**src/rtl/branch_logic_pkg.sv**
```systemverilog
// Shared constants for the branch decision logic.
// Holds next-state codes and 6502 status-flag bit positions.
package branch_logic_pkg;

   localparam logic [7:0] BRANCH_TAKEN_STATE     = 8'd63;
   localparam logic [7:0] BRANCH_NOT_TAKEN_STATE = 8'd0;

   localparam int unsigned FLAG_C = 0;
   localparam int unsigned FLAG_Z = 1;
   localparam int unsigned FLAG_I = 2;
   localparam int unsigned FLAG_D = 3;
   localparam int unsigned FLAG_B = 4;
   localparam int unsigned FLAG_V = 6;
   localparam int unsigned FLAG_N = 7;

   // One-hot select mask for a single status flag
   function automatic logic [7:0] flag_mask(input int unsigned idx);
      logic [7:0] one;
      one = 8'd1;
      return one << idx;
   endfunction

endpackage

```
**src/rtl/branch_logic_if.sv**
```systemverilog
// Status/flag-select bundle between decoder side and branch logic.
// master: drives p, p_en, op_flags, branch_polarity; slave: returns decisions.
interface branch_logic_if #(
   parameter int WIDTH = 8
);
   logic [WIDTH-1:0] p;
   logic             p_en;
   logic [WIDTH-1:0] op_flags;
   logic             branch_polarity;
   logic [WIDTH-1:0] p_s2;
   logic             branch_taken;
   logic [WIDTH-1:0] next_state_branch;

   modport master (
      output p, p_en, op_flags, branch_polarity,
      input  p_s2, branch_taken, next_state_branch
   );

   modport slave (
      input  p, p_en, op_flags, branch_polarity,
      output p_s2, branch_taken, next_state_branch
   );
endinterface

```
**src/rtl/mux2.sv**
```systemverilog
// Parameterised two-way multiplexer.
// Ports: d0/d1 data inputs, s select (1 picks d1), y output.
module mux2 #(
   parameter int WIDTH = 8
) (
   input  logic [WIDTH-1:0] d0,
   input  logic [WIDTH-1:0] d1,
   input  logic             s,
   output logic [WIDTH-1:0] y
);
   assign y = s ? d1 : d0;
endmodule

```
**src/rtl/branch_logic.sv**
```systemverilog
// Branch decision: holds status p, masks with op_flags, picks next state.
// Ports: ph1 clock, reset async clear, bus (slave) carries p/flags/decision.
module branch_logic
   import branch_logic_pkg::*;
#(
   parameter int               WIDTH           = 8,
   parameter logic [WIDTH-1:0] TAKEN_STATE     = WIDTH'(BRANCH_TAKEN_STATE),
   parameter logic [WIDTH-1:0] NOT_TAKEN_STATE = WIDTH'(BRANCH_NOT_TAKEN_STATE)
) (
   input  logic          ph1,
   input  logic          reset,
   branch_logic_if.slave bus
);
   logic [WIDTH-1:0] p_s2_q;
   logic             taken;
   logic [WIDTH-1:0] next_state;

   always_ff @(posedge ph1 or posedge reset) begin
      if (reset)
         p_s2_q <= '0;
      else if (bus.p_en)
         p_s2_q <= bus.p;
   end

   // Any selected flag counts; polarity flips set/clear tests
   assign taken = (|(p_s2_q & bus.op_flags)) ^ bus.branch_polarity;

   mux2 #(.WIDTH(WIDTH)) u_next_mux (
      .d0 (NOT_TAKEN_STATE),
      .d1 (TAKEN_STATE),
      .s  (taken),
      .y  (next_state)
   );

   assign bus.p_s2              = p_s2_q;
   assign bus.branch_taken      = taken;
   assign bus.next_state_branch = next_state;
endmodule

```
**src/flat_wrapper.sv**
```systemverilog
// flat-port wrapper written by rule: the top's interface ports become plain ports
module branch_logic_flat import branch_logic_pkg::*;
#(
   parameter int               WIDTH           = 8,
   parameter logic [WIDTH-1:0] TAKEN_STATE     = WIDTH'(BRANCH_TAKEN_STATE),
   parameter logic [WIDTH-1:0] NOT_TAKEN_STATE = WIDTH'(BRANCH_NOT_TAKEN_STATE)
)
  (ph1, reset, bus_p, bus_p_en, bus_op_flags, bus_branch_polarity, bus_p_s2, bus_branch_taken, bus_next_state_branch);
  branch_logic_if #(.WIDTH(WIDTH)) bus_i ();
  input  logic ph1;
  input  logic reset;
  input wire logic [$bits(bus_i.p)-1:0] bus_p;
  input wire logic [$bits(bus_i.p_en)-1:0] bus_p_en;
  input wire logic [$bits(bus_i.op_flags)-1:0] bus_op_flags;
  input wire logic [$bits(bus_i.branch_polarity)-1:0] bus_branch_polarity;
  output wire logic [$bits(bus_i.p_s2)-1:0] bus_p_s2;
  output wire logic [$bits(bus_i.branch_taken)-1:0] bus_branch_taken;
  output wire logic [$bits(bus_i.next_state_branch)-1:0] bus_next_state_branch;
  assign bus_i.p = bus_p;
  assign bus_i.p_en = bus_p_en;
  assign bus_i.op_flags = bus_op_flags;
  assign bus_i.branch_polarity = bus_branch_polarity;
  assign bus_p_s2 = bus_i.p_s2;
  assign bus_branch_taken = bus_i.branch_taken;
  assign bus_next_state_branch = bus_i.next_state_branch;
  branch_logic #(.WIDTH(WIDTH), .TAKEN_STATE(TAKEN_STATE), .NOT_TAKEN_STATE(NOT_TAKEN_STATE)) u_core (.ph1(ph1), .reset(reset), .bus(bus_i));
endmodule
```
**config.mk**
```make
export PLATFORM = sky130hd
export DESIGN_NAME = branch_logic_flat
export DESIGN_NICKNAME = d
export VERILOG_FILES = /design/src/rtl/branch_logic_pkg.sv /design/src/rtl/branch_logic_if.sv /design/src/rtl/mux2.sv /design/src/rtl/branch_logic.sv /design/src/flat_wrapper.sv
export SDC_FILE = /design/constraint.sdc
export NUM_CORES = 1
export LEC_CHECK = 0
export CAP_MARGIN = 40
export CORE_MARGIN = 4
export CORE_UTILIZATION = 31
export CTS_CLUSTER_DIAMETER = 50
export CTS_CLUSTER_SIZE = 10
export DETAILED_ROUTE_END_ITERATION = 8
export GPL_TIMING_DRIVEN = 0
export HOLD_SLACK_MARGIN = 0.08
export PLACE_DENSITY = 0.91
export SLEW_MARGIN = 20
export SYNTH_ARGS = -nofsm -noshare
export SYNTH_HDL_FRONTEND = slang
export SYNTH_SLANG_ARGS = --single-unit
```
**constraint.sdc**
```tcl
create_clock -name ph1 -period 3.2 [get_ports ph1]
set_input_delay 0.64 -clock ph1 [delete_from_list [all_inputs] [get_ports ph1]]
set_output_delay 0.64 -clock ph1 [all_outputs]
set_load 0.02 [all_outputs]
```
==> results.py, run 1 <==
metrics = {
    "min_path": {
        "min_path_cells": 1,
        "hold_class": "reg -> reg",
        "min_from": "u_core.bus.p_s2[1]",
        "min_to": "u_core.bus.p_s2[1]",
    },
    "setup_path": {
        "ff2ff_setup_slack_ps": 2420,
        "crit_fanout": 6,
        "worstPathRequired_ps": 2560,
        "end_kind": "primary output",
        "rr_worst_depth": 1,
        "worstPathArrival_ps": 2190,
        "critical_path.startpoint_type": "primary input",
        "regToRegStartpoint": "u_core.bus.p_s2[5]",
        "startpoint": "bus_op_flags[1]",
        "r2r_end": "u_core.bus.p_s2[5]",
        "crit_type": "in -> out",
    },
    "timing": {
        "finClkSkew_ps": 0,
        "fin_crit_sh_pct": 88.5,
        "hold_ws_ps": 540,
        "fin_tns_setup_ps": 0,
        "min_period_ps": 2830,
        "drv_slew": 0,
        "fmax_mhz": 353,
        "setup_viol": 0,
        "fin_ws_ps": 367,
        "rsz0062_at_grt": "false",
        "hold_violations": 0,
    },
    "logic_synthesis": {
        "synth_area_leaders": "dfrtp_1, mux2_2, buf_4",
        "synth.cell_area_sq_um": 414,
        "synth_cell_types": 9,
        "synthesis.instances": 33,
        "ys_seq_area_share_pct": 48.3,
        "synth_area_per_cell_sq_um": 12.5,
        "synth.largest_area_cell": "dfrtp_1",
        "synthDominantCellAreaShare_pct": 48.3,
        "ys_ff_latch": 8,
        "yosysWarnings": 0,
    },
    "final_layout": {
        "n_fill_cell": 94,
        "largest_register_ffs": 8,
        "num-nets-final": 94,
        "layout_commonest_cell": "clkdlybuf4s50_1",
        "multi_input_area_sq_um": 150,
        "syn2layout_area_growth_pct": 98.8,
        "final_cell_mix": "clkdlybuf4s50_1, buf_4, mux2_2, dfrtp_1, dlymetal6s2s_1",
        "antenna_cells": 0,
        "seq_area_sq_um": 200,
        "layout-drive-gt1-share_pct": 33.3,
    },
    "flow_run": {
        "maxCapViolCount": 0,
    },
    "placed_design": {
        "hpwl_um": 889,
        "dpl_worst_slack_ps": -52.3,
        "io_buffers": 33,
        "globalplace.congestion": 0.706,
    },
    "clocking": {
        "cts.sink_count": 8,
        "clk_pin_slew_ps": 50,
        "clockBufferDepth": 2,
        "hold_buffers": 0,
        "tritoncts": "yes",
        "cts_root_buf": "clkbuf_4",
        "htree_levels": 1,
        "clock_latency_ps": 250,
        "cts_made_buffers": 3,
    },
    "detailed_routing": {
        "via_per_inst": 4.60,
        "drt-pass1-iter-count": 2,
        "drc_errors": 0,
        "post_drt_wl_per_cell_um": 12.5,
        "vias": 396,
        "ant_nets": 0,
        "first_iter_violations": 1,
        "routed_wl_um": 1070,
    },
    "floorplan": {
        "dieHeight_um": 44.6,
        "num_rows": 12,
        "fp.dieW_um": 44.6,
        "fp.coreArea_sq_um": 1190,
        "ios": 37,
        "die_area_sq_um": 1980,
        "initial_core_util_pct": 34.9,
    },
    "global_route": {
        "grt_pass1_vias": 416,
        "grt_overflow": 0,
        "antenna_found_initial": 0,
        "grt_max_degree": 9,
        "grt_pass1_wl_um": 1730,
        "grt_use_total_pct": 12.3,
    },
    "power_and_ir_drop": {
        "power_density_nw_per_um2": 405,
        "p_leak_nw": 0.407,
        "max-vdd-ir-drop_uv": 221,
    },
    "run_status": {
        "status": "completed",
    },
}
layout make-up:
type | instances | share of cell area, %
repair buffers | 35 | 43.5
flip-flops and latches | 8 | 24.3
multi-input cells | 16 | 18.2
inverters | 1 | 0.456
well taps | 14 | 2.13
plain buffers | 9 | 8.66
clock buffers | 3 | 2.74
worst max path at each step:
| stage | endpoint | slack [ps] | depth (start not counted) |
|---|---|---|---|
| after floorplan | bus_next_state_branch[0] | 810 | 4 |
| after global placement | bus_next_state_branch[4] | -9 | 6 |
| after detailed placement | bus_next_state_branch[4] | -50 | 6 |
| after CTS | bus_next_state_branch[1] | 40 | 6 |
| after global routing | bus_next_state_branch[0] | 240 | 7 |
| final | bus_next_state_branch[0] | 370 | 7 |
cells by family (layout without fill, tap and decap cells):
kind of cell           count (synthesis)  in the layout  share of synthesized area [%]
AO/OA/AOI/OAI                          4              4                           7.25
other                                  1              2                          0.905
XOR/XNOR                               1              1                           2.12
flip-flops                             8              8                           48.3
AND/OR/NAND/NOR                        1              1                           1.51
multiplexers                           8              8                           21.8
buffers and inverters                 10             48                           18.1
what timing repair did:
action / CTS / global route
setup endpoints to repair: 6 / 6
pin swaps: 0 / 0
buffers inserted: 0 / 2
gates resized for setup: 1 / 7
critical path, stage by stage:
cell	delay, ps
clkdlybuf4s50_1	410
a22oi_1	220
nand4_1	180
xor2_2	280
buf_4	170
buf_4	90
dlymetal6s2s_1	210
synth_stat cells, drive strengths merged:
| library cell | count |
|---|---|
| a22oi | 4 |
| buf | 9 |
| conb | 1 |
| dfrtp | 8 |
| inv | 1 |
| mux2 | 8 |
| nand4 | 1 |
| xor2 | 1 |
power by group:
group          leakage [nW]  internal, W  switching, W
clock network        0.0138    0.0000426     0.0000303
registers            0.0935     0.000112    0.00000796
logic                 0.300    0.0000841     0.0000570
total                 0.407     0.000238     0.0000952
stage by stage:
step | power, W | instances | util (%) | instance area (sq um)
after CTS | 0.000339 | 84 | 67.1 | 796
after global placement | 0.000258 | 81 | 64.6 | 766
after detailed placement | 0.000261 | 81 | 64.6 | 766
final | 0.000334 | 86 | 69.4 | 823
after global routing | 0.000352 | 86 | 69.4 | 823
after floorplan | 0.000189 | 34 | - | 418
per-layer routing:
metal  GRT usage (%)  up-vias  share of wire (%)  wire (um)
met5               0        -                  0          0
met3            4.47        2                 16        174
met1            12.4      180                 36        384
met2            20.9       31                 46        497
li1                -      183                  -          -
met4            8.43        0                1.4         15
(Power assumes the default switching activity.)
==> run 2: changes to the inputs <==
--- a/config.mk
+++ b/config.mk
@@ -11,7 +11,6 @@
 export CTS_CLUSTER_DIAMETER = 50
 export CTS_CLUSTER_SIZE = 10
 export DETAILED_ROUTE_END_ITERATION = 8
-export GPL_TIMING_DRIVEN = 0
 export HOLD_SLACK_MARGIN = 0.08
 export PLACE_DENSITY = 0.91
 export SLEW_MARGIN = 20
==> results.py, run 2 (synthesis results as in run 1) <==
metrics = {
    "global_route": {
        "grt_overflow": 0,
        "grt_pass1_vias": 363,
        "grt_use_total_pct": 11.6,
        "grt_max_degree": 9,
        "antenna_found_initial": 0,
        "grt_pass1_wl_um": 1610,
    },
    "setup_path": {
        "worstPathRequired_ps": 2560,
        "rr_worst_depth": 1,
        "path_cells": "clkdlybuf4s50_1 > a22oi_1 > nand4_1 > xor2_2 > clkdlybuf4s50_1",
        "critical_path.startpoint_type": "primary input",
        "r2r_end": "u_core.bus.p_s2[3]",
        "ff2ff_setup_slack_ps": 2420,
        "cpMostUsedCell": "clkdlybuf4s50_1",
        "critPathMaxStageDelay_ps": 660,
        "crit_fanout": 7,
        "worst_path_max_delay_cell": "clkdlybuf4s50_1",
        "end_kind": "primary output",
        "crit_type": "in -> out",
        "regToRegStartpoint": "u_core.bus.p_s2[3]",
        "worstPathArrival_ps": 2370,
    },
    "floorplan": {
        "ios": 37,
        "fp.dieW_um": 44.6,
        "dieHeight_um": 44.6,
        "fp.coreArea_sq_um": 1190,
        "initial_core_util_pct": 34.9,
        "num_rows": 12,
        "die_area_sq_um": 1980,
    },
    "final_layout": {
        "final_cell_mix": "clkdlybuf4s50_1, mux2_2, dfrtp_1",
        "syn2layout_area_growth_pct": 77.3,
        "layout_commonest_cell": "clkdlybuf4s50_1",
        "finish.instance_area_sq_um": 734,
        "antenna_cells": 0,
        "largest_register_ffs": 8,
        "layout-drive-gt1-share_pct": 19.4,
        "num-nets-final": 84,
        "post_layout_nonfiller_instances": 76,
    },
    "timing": {
        "min_period_ps": 3010,
        "hold_violations": 0,
        "fmax_mhz": 333,
        "drv_slew": 0,
        "rsz0062_at_grt": "false",
        "finClkSkew_ps": 0,
        "setup_viol": 0,
        "fin_tns_setup_ps": 0,
        "fin_crit_sh_pct": 94.0,
    },
    "detailed_routing": {
        "first_iter_violations": 0,
        "vias": 350,
        "routed_wl_um": 994,
        "post_drt_wl_per_cell_um": 13.1,
        "drc_errors": 0,
        "via_per_inst": 4.61,
        "ant_nets": 0,
        "drt-pass1-iter-count": 1,
    },
    "clocking": {
        "cts_root_buf": "clkbuf_4",
        "hold_buffers": 0,
        "htree_levels": 1,
        "clock_latency_ps": 250,
        "clk_pin_slew_ps": 50,
        "clockBufferDepth": 2,
        "postCtsSetupRepairBufs": 0,
        "tritoncts": "yes",
        "cts_made_buffers": 3,
        "cts.sink_count": 8,
    },
    "min_path": {
        "min_to": "u_core.bus.p_s2[1]",
        "hold_class": "reg -> reg",
        "min_path_cells": 1,
        "min_from": "u_core.bus.p_s2[1]",
    },
    "run_status": {
        "status": "completed",
    },
    "placed_design": {
        "io_buffers": 34,
        "placed_cell_area_sq_um": 704,
        "dp_cells": 73,
        "globalplace.congestion": 0.713,
        "hpwl_um": 848,
    },
    "power_and_ir_drop": {
        "p_total_w": 0.000315,
        "max-vdd-ir-drop_uv": 274,
        "p_leak_nw": 0.300,
        "power_density_nw_per_um2": 430,
    },
    "flow_run": {
        "maxCapViolCount": 0,
    },
}
-- run 2: repair_timing --
| action | 4_1_cts | 5_1_grt |
|---|---|---|
| resized for setup | 0 | 1 |
| endpoints found under the hold margin | 0 | 0 |
| setup endpoints to repair | 0 | 7 |
-- run 2: metal layers --
layer  up-vias  GRT usage, %  part of all wire [%]
li1        165             -                     -
met1       156          13.1                    36
met2        29          17.2                    48
met3         0          5.69                    16
met4         0          7.23                     0
met5         -             0                     0
-- run 2: worst max path at each step --
stage / from / to / slack, ps / cells past startpoint
after global placement: bus_op_flags[1] / bus_next_state_branch[1] / 110 / 5
final: bus_op_flags[1] / bus_next_state_branch[5] / 190 / 5
after CTS: bus_op_flags[1] / bus_next_state_branch[2] / 70 / 5
after detailed placement: bus_op_flags[1] / bus_next_state_branch[2] / 70 / 5
after global routing: bus_op_flags[1] / bus_next_state_branch[4] / 60 / 5
after floorplan: bus_op_flags[1] / bus_next_state_branch[0] / 810 / 4
-- run 2: metrics by stage --
stage          util [%]  setup WS (ps)  hold WS, ps
3_5_place_dp       59.4           73.1          531
2_1_floorplan         -            809          456
6_report           61.9            193          537
4_1_cts            61.3           73.0          542
5_1_grt            61.9           57.4          570
3_3_place_gp       59.4            110          520
-- run 2: cell type report --
type,count,area [sq um]
clock buffers,3,22.5
fillers,109,452
inverters,1,3.75
multi-input cells,16,150
flip-flops and latches,8,200
well taps,14,17.5
repair buffers,34,340
-- run 2: report_power, final --
| part | total (W) | switching (W) | internal, W |
|---|---|---|---|
| combinational | 0.000122 | 0.0000529 | 0.0000693 |
| sequential | 0.000120 | 0.00000793 | 0.000112 |
| clock | 0.0000737 | 0.0000310 | 0.0000427 |
-- run 2: critical path: cells and delay by family --
family	cells	cell delay, ps
AO/OA/AOI/OAI	1	210
XOR/XNOR	1	280
buffers and inverters	2	1060
AND/OR/NAND/NOR	1	170
